<file path="src/rtl/flags_unit.sv">
// Banked NZCV condition-flag store with compare, direct-write and condition-evaluate ports.
// Latency: cmp/wr update the banks at the next edge; eval result is registered (1 cycle).
// Backpressure: eval uses valid/ready with a single output register; cmp/wr are always accepted.
//
// Ports:
//   clk, reset                      clock and synchronous active-high reset
//   cmp_valid_i/bank_i/a_i/b_i      compare request: flags from a - b written to one bank
//   wr_valid_i/bank_i/mask_i/flags_i direct masked flag write {N,Z,C,V}
//   ev_valid_i/ready_o/bank_i/cond_i evaluate request (accepted on valid && ready)
//   ev_valid_o/ready_i/true_o/flags_o evaluate result and the {N,Z,C,V} it was computed from

module flags_unit #(
  parameter int WIDTH = 8,
  parameter int NBANK = 4,
  localparam int BW = (NBANK > 1) ? $clog2(NBANK) : 1
) (
  input  logic             clk,
  input  logic             reset,
  // compare port
  input  logic             cmp_valid_i,
  input  logic [BW-1:0]    cmp_bank_i,
  input  logic [WIDTH-1:0] cmp_a_i,
  input  logic [WIDTH-1:0] cmp_b_i,
  // direct write port
  input  logic             wr_valid_i,
  input  logic [BW-1:0]    wr_bank_i,
  input  logic [3:0]       wr_mask_i,
  input  logic [3:0]       wr_flags_i,
  // evaluate request
  input  logic             ev_valid_i,
  output logic             ev_ready_o,
  input  logic [BW-1:0]    ev_bank_i,
  input  logic [3:0]       ev_cond_i,
  // evaluate result
  output logic             ev_valid_o,
  input  logic             ev_ready_i,
  output logic             ev_true_o,
  output logic [3:0]       ev_flags_o
);

  // Condition codes, flag vector ordering is {N,Z,C,V}
  typedef enum logic [3:0] {
    COND_EQ = 4'h0, COND_NE = 4'h1, COND_CS = 4'h2, COND_CC = 4'h3,
    COND_MI = 4'h4, COND_PL = 4'h5, COND_VS = 4'h6, COND_VC = 4'h7,
    COND_HI = 4'h8, COND_LS = 4'h9, COND_GE = 4'hA, COND_LT = 4'hB,
    COND_GT = 4'hC, COND_LE = 4'hD, COND_AL = 4'hE, COND_NV = 4'hF
  } cond_e;

  function automatic logic cond_eval(input logic [3:0] cc, input logic [3:0] f);
    logic n, z, c, v, r;
    n = f[3];
    z = f[2];
    c = f[1];
    v = f[0];
    r = 1'b0;
    case (cond_e'(cc))
      COND_EQ: r = z;
      COND_NE: r = !z;
      COND_CS: r = c;
      COND_CC: r = !c;
      COND_MI: r = n;
      COND_PL: r = !n;
      COND_VS: r = v;
      COND_VC: r = !v;
      COND_HI: r = c && !z;
      COND_LS: r = !c || z;
      COND_GE: r = (n == v);
      COND_LT: r = (n != v);
      COND_GT: r = !z && (n == v);
      COND_LE: r = z || (n != v);
      COND_AL: r = 1'b1;
      COND_NV: r = 1'b0;
      default: r = 1'b0;
    endcase
    return r;
  endfunction

  // ---------------------------------------------------------------------------
  // Compare flag generation: a + ~b + 1, carry out is "no borrow"
  // ---------------------------------------------------------------------------
  logic [WIDTH:0]   cmp_sum;
  logic [WIDTH-1:0] cmp_diff;
  logic [3:0]       cmp_flags;

  always_comb begin
    cmp_sum  = {1'b0, cmp_a_i} + {1'b0, ~cmp_b_i} + (WIDTH+1)'(1);
    cmp_diff = cmp_sum[WIDTH-1:0];
    cmp_flags[3] = cmp_diff[WIDTH-1];
    cmp_flags[2] = (cmp_diff == '0);
    cmp_flags[1] = cmp_sum[WIDTH];
    // Overflow: operand signs differ and the result sign differs from a
    cmp_flags[0] = (cmp_a_i[WIDTH-1] != cmp_b_i[WIDTH-1]) &&
                   (cmp_diff[WIDTH-1] != cmp_a_i[WIDTH-1]);
  end

  // ---------------------------------------------------------------------------
  // Bank state: compare writes all four bits, the direct write then overrides
  // its masked bits. Indices >= NBANK match no bank, so they are dropped.
  // ---------------------------------------------------------------------------
  logic [3:0] bank_q [NBANK];
  logic [3:0] bank_d [NBANK];

  always_comb begin
    for (int i = 0; i < NBANK; i++) begin
      bank_d[i] = bank_q[i];
      if (cmp_valid_i && (cmp_bank_i == BW'(i))) begin
        bank_d[i] = cmp_flags;
      end
      if (wr_valid_i && (wr_bank_i == BW'(i))) begin
        bank_d[i] = (bank_d[i] & ~wr_mask_i) | (wr_flags_i & wr_mask_i);
      end
    end
  end

  always_ff @(posedge clk) begin
    for (int i = 0; i < NBANK; i++) begin
      if (reset) begin
        bank_q[i] <= 4'b0000;
      end else begin
        bank_q[i] <= bank_d[i];
      end
    end
  end

  // ---------------------------------------------------------------------------
  // Evaluation reads the bank's next value so a same-cycle cmp/wr is forwarded.
  // An out-of-range bank index evaluates against all-zero flags.
  // ---------------------------------------------------------------------------
  logic [3:0] ev_sel_flags;
  logic       ev_sel_true;

  always_comb begin
    ev_sel_flags = 4'b0000;
    for (int i = 0; i < NBANK; i++) begin
      if (ev_bank_i == BW'(i)) begin
        ev_sel_flags = bank_d[i];
      end
    end
    ev_sel_true = cond_eval(ev_cond_i, ev_sel_flags);
  end

  // ---------------------------------------------------------------------------
  // Single-entry output register. A held result is frozen until consumed;
  // the banks keep updating underneath it without re-evaluation.
  // ---------------------------------------------------------------------------
  logic       ev_valid_q, ev_valid_d;
  logic       ev_true_q,  ev_true_d;
  logic [3:0] ev_flags_q, ev_flags_d;
  logic       ev_accept;

  assign ev_ready_o = !ev_valid_q || ev_ready_i;
  assign ev_accept  = ev_valid_i && ev_ready_o;

  always_comb begin
    ev_valid_d = ev_valid_q && !ev_ready_i;
    ev_true_d  = ev_true_q;
    ev_flags_d = ev_flags_q;
    if (ev_accept) begin
      ev_valid_d = 1'b1;
      ev_true_d  = ev_sel_true;
      ev_flags_d = ev_sel_flags;
    end
  end

  always_ff @(posedge clk) begin
    if (reset) begin
      ev_valid_q <= 1'b0;
      ev_true_q  <= 1'b0;
      ev_flags_q <= 4'b0000;
    end else begin
      ev_valid_q <= ev_valid_d;
      ev_true_q  <= ev_true_d;
      ev_flags_q <= ev_flags_d;
    end
  end

  assign ev_valid_o = ev_valid_q;
  assign ev_true_o  = ev_true_q;
  assign ev_flags_o = ev_flags_q;

endmodule

</file>
<file path="config.mk">
export PLATFORM = sky130hd
export DESIGN_NAME = flags_unit
export DESIGN_NICKNAME = d
export VERILOG_FILES = /design/src/rtl/flags_unit.sv
export SDC_FILE = /design/constraint.sdc
export NUM_CORES = 1
export LEC_CHECK = 0
export CORE_MARGIN = 1.5
export CORE_UTILIZATION = 43
export CTS_BUF_LIST = sky130_fd_sc_hd__clkbuf_16
export DETAILED_ROUTE_END_ITERATION = 10
export GPL_ROUTABILITY_DRIVEN = 0
export PLACE_DENSITY = 0.79
export SLEW_MARGIN = 20
export SYNTH_ARGS = -nofsm -noshare
export SYNTH_HDL_FRONTEND = slang
export SYNTH_SLANG_ARGS = --single-unit
export TNS_END_PERCENT = 10
</file>
<file path="constraint.sdc">
create_clock -name clk -period 4.1 [get_ports clk]
set_clock_uncertainty 0.1 [all_clocks]
set_input_delay 0.41 -clock clk [delete_from_list [all_inputs] [get_ports clk]]
set_output_delay 0.41 -clock clk [all_outputs]
set_load 0.02 [all_outputs]
</file>
Word level (Yosys, flattened, before mapping)
Memory sizes are Yosys's and may differ from the RTL's.
Cells that the tools add are included.

word-level totals
  register bits = 6
  memory bits (writable) = 16
  bits of input ports = 40
  output and inout port bits = 7
  memories = 1

operators by class
  $add $sub $neg = 2
  eq/ne operators = 28
  mux-type cells = 21
  bitwise logic cells = 15
  reduce and logical (&&, ||, !) cells = 27

memory list
  name    words  bits a word  rd ports  clocked after memory_dff  wr ports  line  RTL
  bank_q  4      4            4         0                         4         100   logic [3:0] bank_q [NBANK];

operator list
  operator                                       count
  2-to-1 mux 4 bit                               16
  == test 4 bit, second input constant           8
  bitwise AND 4 bit                              5
  == test 4 x 3 -> 1 bit, second input constant  4
  OR 4 bit                                       4
  case mux 1 bit (16 select lines)               1
  logical AND 1 bit                              13
  == test 2 bit, second input constant           6
  adder 8 x 8 -> 9 bit                           1
  adder 9 x 1 -> 9 bit, second input constant    1
  == test 4 x 2 -> 1 bit, second input constant  2
  zero test 8 bit                                1
  NOT 8 bit                                      1
  == test 2 x 1 -> 1 bit, second input constant  3
  zero test 1 bit                                6
  zero test 2 bit                                3
  == test 4 x 1 -> 1 bit, second input constant  1
  zero test 4 bit                                1
  2-to-1 mux 1 bit                               4
  NOT 4 bit                                      1
  OR 1 bit                                       4
  logical OR 1 bit                               3
  inequality test 1 bit                          3
  == test 1 bit                                  1

Depth between registers and ports, before layout
Gate-level depths: netlist of run 1.

  depth in word-level cells = 16
  mapped depth = 12
  depth with buffers taken out = 12

Least setup slack after synthesis of run 1
Ideal clock, no wire load.

  kind = input port to flip-flop
  start = input cmp_a_i[0]
  end = register ev_true_q, in the netlist ev_true_o
  arrival time = 2717 ps
  required time = 3872 ps
  setup slack = 1155 ps
  stages on the path = 11
  buffers on the path = 0
  cells stage by stage = inv_1 ha_1 fa_1 nor2b_1 o31ai_1 a2111oi_0 nand3_1 a22oi_1 o221ai_1 a221oi_1 a21oi_1

on the way
  longest elaborated chain between the ends = 15

ends and longest elaborated chain
  what                                                    line    RTL
  start: declaration                                      22      input logic [WIDTH-1:0] cmp_a_i,
  adder 8 x 8 -> 9 bit (*)                                86      cmp_sum = {1'b0, cmp_a_i} + {1'b0, ~cmp_b_i} + (WIDTH+1)'(1);
  adder 9 x 1 -> 9 bit (*)                                86
  inequality test 1 bit                                   93      (cmp_diff[WIDTH-1] != cmp_a_i[WIDTH-1]);
  logical AND 1 bit                                       92      cmp_flags[0] = (cmp_a_i[WIDTH-1] != cmp_b_i[WIDTH-1]) &&
  2-to-1 mux 4 bit                                        106     if (cmp_valid_i && (cmp_bank_i == BW'(i))) begin
  bitwise AND 4 bit                                       110     bank_d[i] = (bank_d[i] & ~wr_mask_i) | (wr_flags_i & wr_mask_i);
  OR 4 bit                                                110
  2-to-1 mux 4 bit                                        109     if (wr_valid_i && (wr_bank_i == BW'(i))) begin
  2-to-1 mux 4 bit (3 in a row)                           135     if (ev_bank_i == BW'(i)) begin
  2-to-1 mux 4 bit (*)                                    135
  inequality test 1 bit or == test 1 bit (tied branches)  -
  logical OR 1 bit or logical AND 1 bit (tied branches)   70, 69
  case mux 1 bit (16 select lines) (*)                    56      case (cond_e'(cc))
  end signal: assignment                                  172     ev_true_q <= ev_true_d;
  end: declaration                                        147     logic ev_true_q, ev_true_d;

Mark *: on every way between the ends. The rest lies on a longest branch, timed or not.
A chain may end at the register's enable or synchronous reset.

Worst setup path after layout of run 1
Same ends and word-level chain as after synthesis.

==> results of run 1 <==
critical path: cells and delay by family:
family / cells / cell delay (ps)
fa+ha+maj: 2 / 610
compound gates: 6 / 1480
simple gates: 2 / 280
buf+inv: 3 / 690
routing by layer:
layer / up-vias / global-route usage / share of wire
met1: 1216 / 0.308 / 0.41
met3: 25 / 0.0331 / 0.087
met2: 142 / 0.394 / 0.47
met4: 0 / 0.107 / 0.032
li1: 1264 / - / -
met5: - / 0 / 0
stage by stage:
step                 util  instances  total power, mW  cell area (um2)  hold WS, ps
floorplan               -        314            0.407             2250          355
global placement    0.542        416            0.494             2750          344
detailed placement  0.542        416            0.499             2750          349
finish              0.563        420            0.781             2860          354
CTS                 0.563        420            0.778             2860          358
global route        0.563        420            0.815             2860          386
sequential cells by signal (all words and copies together), names as in the netlist:
register,flops
ev_true_o,1
ev_flags_o,4
bank_q,16
ev_valid_o,1
kinds of logic after synthesis:
group                      after synthesis  share of synthesized area
xor gates and xnor gates                 8                     0.0311
and+or+nand+nor                        132                      0.316
buffers and inverters                   35                     0.0684
adders and majority gates                9                     0.0534
DFF                                     22                      0.196
muxes                                    6                     0.0272
AOI/OAI and AO/OA                      102                      0.309
layout by cell type, fill, tap and decap left out, types with 6 or more instances in the layout:
cell type	netlist	routed
clkdlybuf4s50_1	0	46
nand2_1	30	30
nor2_1	27	27
dfxtp_1	22	22
a21oi_1	21	21
nand3_1	17	17
inv_1	14	14
o21ai_0	14	14
a31oi_1	12	12
nand4_1	9	9
o211ai_1	8	8
ha_1	8	8
buf_4	1	7
nor3_1	6	6
a211oi_1	6	6
nand3b_1	6	6
a22oi_1	6	6
worst paths after layout:
check,from,end,slack [ps],cells after the start
max reg2reg,bank_q[2][0]$_SDFF_PP0_,ev_true_o$_SDFFE_PP0P_,1940,8
min,ev_flags_o[2]$_SDFFE_PP0P_,ev_flags_o[2]$_SDFFE_PP0P_,350,2
min reg2reg,ev_flags_o[2]$_SDFFE_PP0P_,ev_flags_o[2]$_SDFFE_PP0P_,350,2
max,cmp_a_i[0],ev_true_o$_SDFFE_PP0P_,680,13
area by class of cell:
type / count / area (um2)
multi-input cells: 257 / 1660
fillers: 481 / 2220
well taps: 70 / 87.6
clock buffers: 3 / 75.1
clock inverters: 1 / 30.0
repair buffers: 53 / 513
flip-flops and latches: 22 / 440
inverters: 14 / 52.6
where the power goes:
part	total (mW)	leakage, nW	switching (mW)	internal (mW)
registers	0.232	0.180	0.00578	0.226
logic	0.269	0.833	0.147	0.122
clock network	0.281	0.0511	0.0865	0.194
total	0.781	1.06	0.239	0.542
==> results.cfg, run 1 <==
[critical_path]
cp-start-kind = input pin
end_kind = flop
crit_path_max_incr_delay_ps = 450
crit_slowest_cell = clkdlybuf4s50_1
crit_arrival_ps = 3460
cp.required_ps = 4140
path_class = in -> reg
crit_path_cell_trace = clkdlybuf4s50_1, inv_1, ha_1, fa_1, nor2b_1, o31ai_1, a2111oi_0, buf_4, nand3_1, a22oi_1, o221ai_1, a221oi_1, a21oi_1
cp_max_fo = 4

[clock_tree]
clkSinkCount = 22
clock_latency_ps = 260
post-cts-setup-buffers = 0
cts_made_buffers = 3
cts_tree = built
cts_hold_buf = 0
cts-root-buf = clkbuf_16
cts_resized = 0
cts_max_level = 1
clk_pin_slew_worst_paths_ps = 60
cts_max_path_buffers = 2

[layout]
final_nets = 400
n_antenna_cell = 0
area_growth_pct = 26.8
layout-drive-gt1-share = 0.0486

[power_and_ir_drop]
peakVddDrop_mv = 0.148
powerDensity_mw_per_mm2 = 274
leakagePower_nw = 1.06

[timing]
fmax_mhz = 292
setup_viol = 0
fin_ws_ps = 680
worst_pin_slew_ps = 842
hold_viol = 0
rsz0062_at_grt = false
period_share = 0.834
drv_slew = 0
relSlewSlack = 0.437
period_needed_ps = 3420
setup_tns_ps = 0

[logic_synthesis]
synthArstFlopShare = 0
synth_ff_type = dfxtp_1
seq_area_frac_synth = 0.196
synth_most_common_cell = nand2_1
yosys_warnings = 0
synth_cells = 314
synth_cell_types = 59
avgSynthCellArea_um2 = 7.17
synth.top_cell.area_share = 0.196
synthTopCellsByArea = dfxtp_1 (20%), nand2_1 (5.0%), a21oi_1 (4.7%)
ys_seq_elements = 22
syn_area_mm2 = 0.00225
syn_nets = 363
synth_edf_count = 0
synth_common_cells = nand2_1 (30), nor2_1 (27), dfxtp_1 (22)
synth_largest_area_cell = dfxtp_1

[die]
core-area_mm2 = 0.00507
die_h_um = 75.4
rows = 26
die_area_mm2 = 0.00568
start_util = 0.444
die_x_um = 75.4
num_io_pins = 47

[place]
dp.final_hpwl_mm = 4.82
io_buffers = 46
dpl_worst_slack_ps = 424

[grt]
grt_antenna_before_repair = 0
grt_max_degree = 32
grt_pass1_wl_mm = 10.6
grt_overflow = 0
grt_pass1_vias = 2323
grt_usage = 0.238

[status]
status = completed

[route]
wl_per_cell_um = 15.4
drc = 0
drtPass1Iterations = 6
postRouteAntennaNets = 0
num_vias = 2647
via_per_inst = 6.30
route.final.wire_length_mm = 6.46
dr.first_iter.drc_count = 388

[worst_hold_path]
hold_path.class = reg -> reg

[run]
cap_violations = 0
Power figures use the tool's default switching activity.
==> run 2: changes to the inputs <==
==> constraint.sdc (replaced) <==
create_clock -name clk -period 3.49 [get_ports clk]
set_clock_uncertainty 0.1 [all_clocks]
set_input_delay 0.349 -clock clk [delete_from_list [all_inputs] [get_ports clk]]
set_output_delay 0.349 -clock clk [all_outputs]
set_load 0.02 [all_outputs]
==> run 2 against run 1 <==
Critical path depth decreased by 1. Combinational power increased by 25%. Clock power increased by 17%. Via count decreased by 0.64%. Sequential power increased by 17%. Global-route usage about the same. Critical path type unchanged.
==> results.cfg, run 2 (synthesis results as in run 1) <==
[status]
status = completed

[layout]
final_nets = 416
regArea_um2 = 440
n_antenna_cell = 0
layout_commonest_cell = clkdlybuf4s50_1
nFillCells = 464
final_cells = 436
largest_register = bank_q
largest_reg_flops = 16
multi_input_area_mm2 = 0.00166
finalInstanceArea_mm2 = 0.00298
layout-drive-gt1-share = 0.0929
layout.cells.most_common_list = clkdlybuf4s50_1 (46), nand2_1 (30), nor2_1 (27)
area_growth_pct = 32.5

[critical_path]
crit_path_max_incr_delay_ps = 450
crit_arrival_ps = 3260
cp-start-kind = input pin
cp_max_fo = 4
critPathTopFamily = compound AO/OA/AOI/OAI gates
path_class = in -> reg
crit_slowest_cell = clkdlybuf4s50_1
end_kind = flop
crit_path_cell_trace = clkdlybuf4s50_1, inv_1, ha_1, nand2_1, a211oi_1, o221ai_1, a31oi_1, xnor2_1, mux2i_1, a211o_1, a221oi_1, a21oi_1
path_buf_inv = 2
cp.required_ps = 3530

[timing]
rsz0062_at_grt = false
setup_tns_ps = 0
hold_viol = 0
drv_slew = 0
relSlewSlack = 0.412
fmax_mhz = 310
setup_viol = 0
worst_pin_slew_ps = 880
period_share = 0.924
period_needed_ps = 3230

[power_and_ir_drop]
powerDensity_mw_per_mm2 = 314
leakagePower_nw = 1.14
peakVddDrop_mv = 0.177

[route]
drtPass1Iterations = 4
postRouteAntennaNets = 0
wl_per_cell_um = 14.7
route.final.wire_length_mm = 6.41
num_vias = 2630
dr.first_iter.drc_count = 260
via_per_inst = 6.03
drc = 0

[die]
core-area_mm2 = 0.00507
die_x_um = 75.4
die_area_mm2 = 0.00568
start_util = 0.444
num_io_pins = 47
rows = 26
die_h_um = 75.4

[worst_hold_path]
hold_path.class = reg -> reg

[run]
cap_violations = 0

[grt]
grt_antenna_before_repair = 0
grt_max_degree = 23
grt_pass1_wl_mm = 10.6
grt_overflow = 0
grt_pass1_vias = 2377
grt_usage = 0.238

[clock_tree]
cts_tree = built
clkSinkCount = 22
cts-root-buf = clkbuf_16
clk_pin_slew_worst_paths_ps = 60
clock_latency_ps = 260
cts_made_buffers = 3
cts_max_level = 1
cts_max_path_buffers = 2
post-cts-setup-buffers = 0

[place]
placed_cells = 432
io_buffers = 46
placed_cell_area_mm2 = 0.00287
dp.final_hpwl_mm = 4.92
[run 2: cell count changes in the layout (fill, tap and decap cells not counted), sizes merged]
| cell | before | now |
|---|---|---|
| buf | 7 | 23 |
[run 2: worst paths after layout]
check | start | to | slack [ps] | depth (start not counted)
hold reg to reg | ev_flags_o[2]$_SDFFE_PP0P_ | ev_flags_o[2]$_SDFFE_PP0P_ | 350 | 2
hold / removal | ev_flags_o[2]$_SDFFE_PP0P_ | ev_flags_o[2]$_SDFFE_PP0P_ | 350 | 2
setup reg to reg | bank_q[2][0]$_SDFF_PP0_ | ev_true_o$_SDFFE_PP0P_ | 1360 | 8
setup / recovery | cmp_b_i[4] | ev_true_o$_SDFFE_PP0P_ | 260 | 12
[run 2: where the power goes]
group	leakage, nW	internal (mW)	switching (mW)
sequential	0.180	0.266	0.00627
combinational	0.911	0.160	0.176
clock	0.0511	0.228	0.101
[run 2: cell type report]
class / instances / area share
Multi-Input combinational cell: 257 / 0.558
Timing Repair Buffer: 69 / 0.212
Sequential cell: 22 / 0.148
Tap cell: 70 / 0.0294
Clock buffer: 3 / 0.0252
Inverter: 14 / 0.0176
Clock inverter: 1 / 0.0101
[run 2: tightest hold or removal path: cells and delay by family, from the launching register on]
kind             cells  cell delay, ps
AO/OA/AOI/OAI        1              50
AND/OR/NAND/NOR      1              50
flip-flops           1             310
[run 2: timing repair]
item                                    CTS  global route
gates resized for setup                   0             3
hold buffers                              0             0
endpoints found under the setup margin    0             1
[run 2: layer usage]
layer	track usage	vias up	wire, um
met3	0.0370	15	458
met2	0.390	113	3040
li1	-	1295	-
met4	0.0933	0	124
met1	0.315	1207	2790
met5	0	-	0
[run 2: metrics by stage]
stage / setup slack, ps / power (mW) / hold slack (ps) / utilization
after global routing: 17.9 / 0.985 / 381 / 0.588
after detailed placement: -34.1 / 0.607 / 348 / 0.566
after floorplan: 606 / 0.478 / 328 / -
final: 265 / 0.938 / 352 / 0.588
after global placement: -18.5 / 0.601 / 344 / 0.566
after CTS: 197 / 0.933 / 357 / 0.586
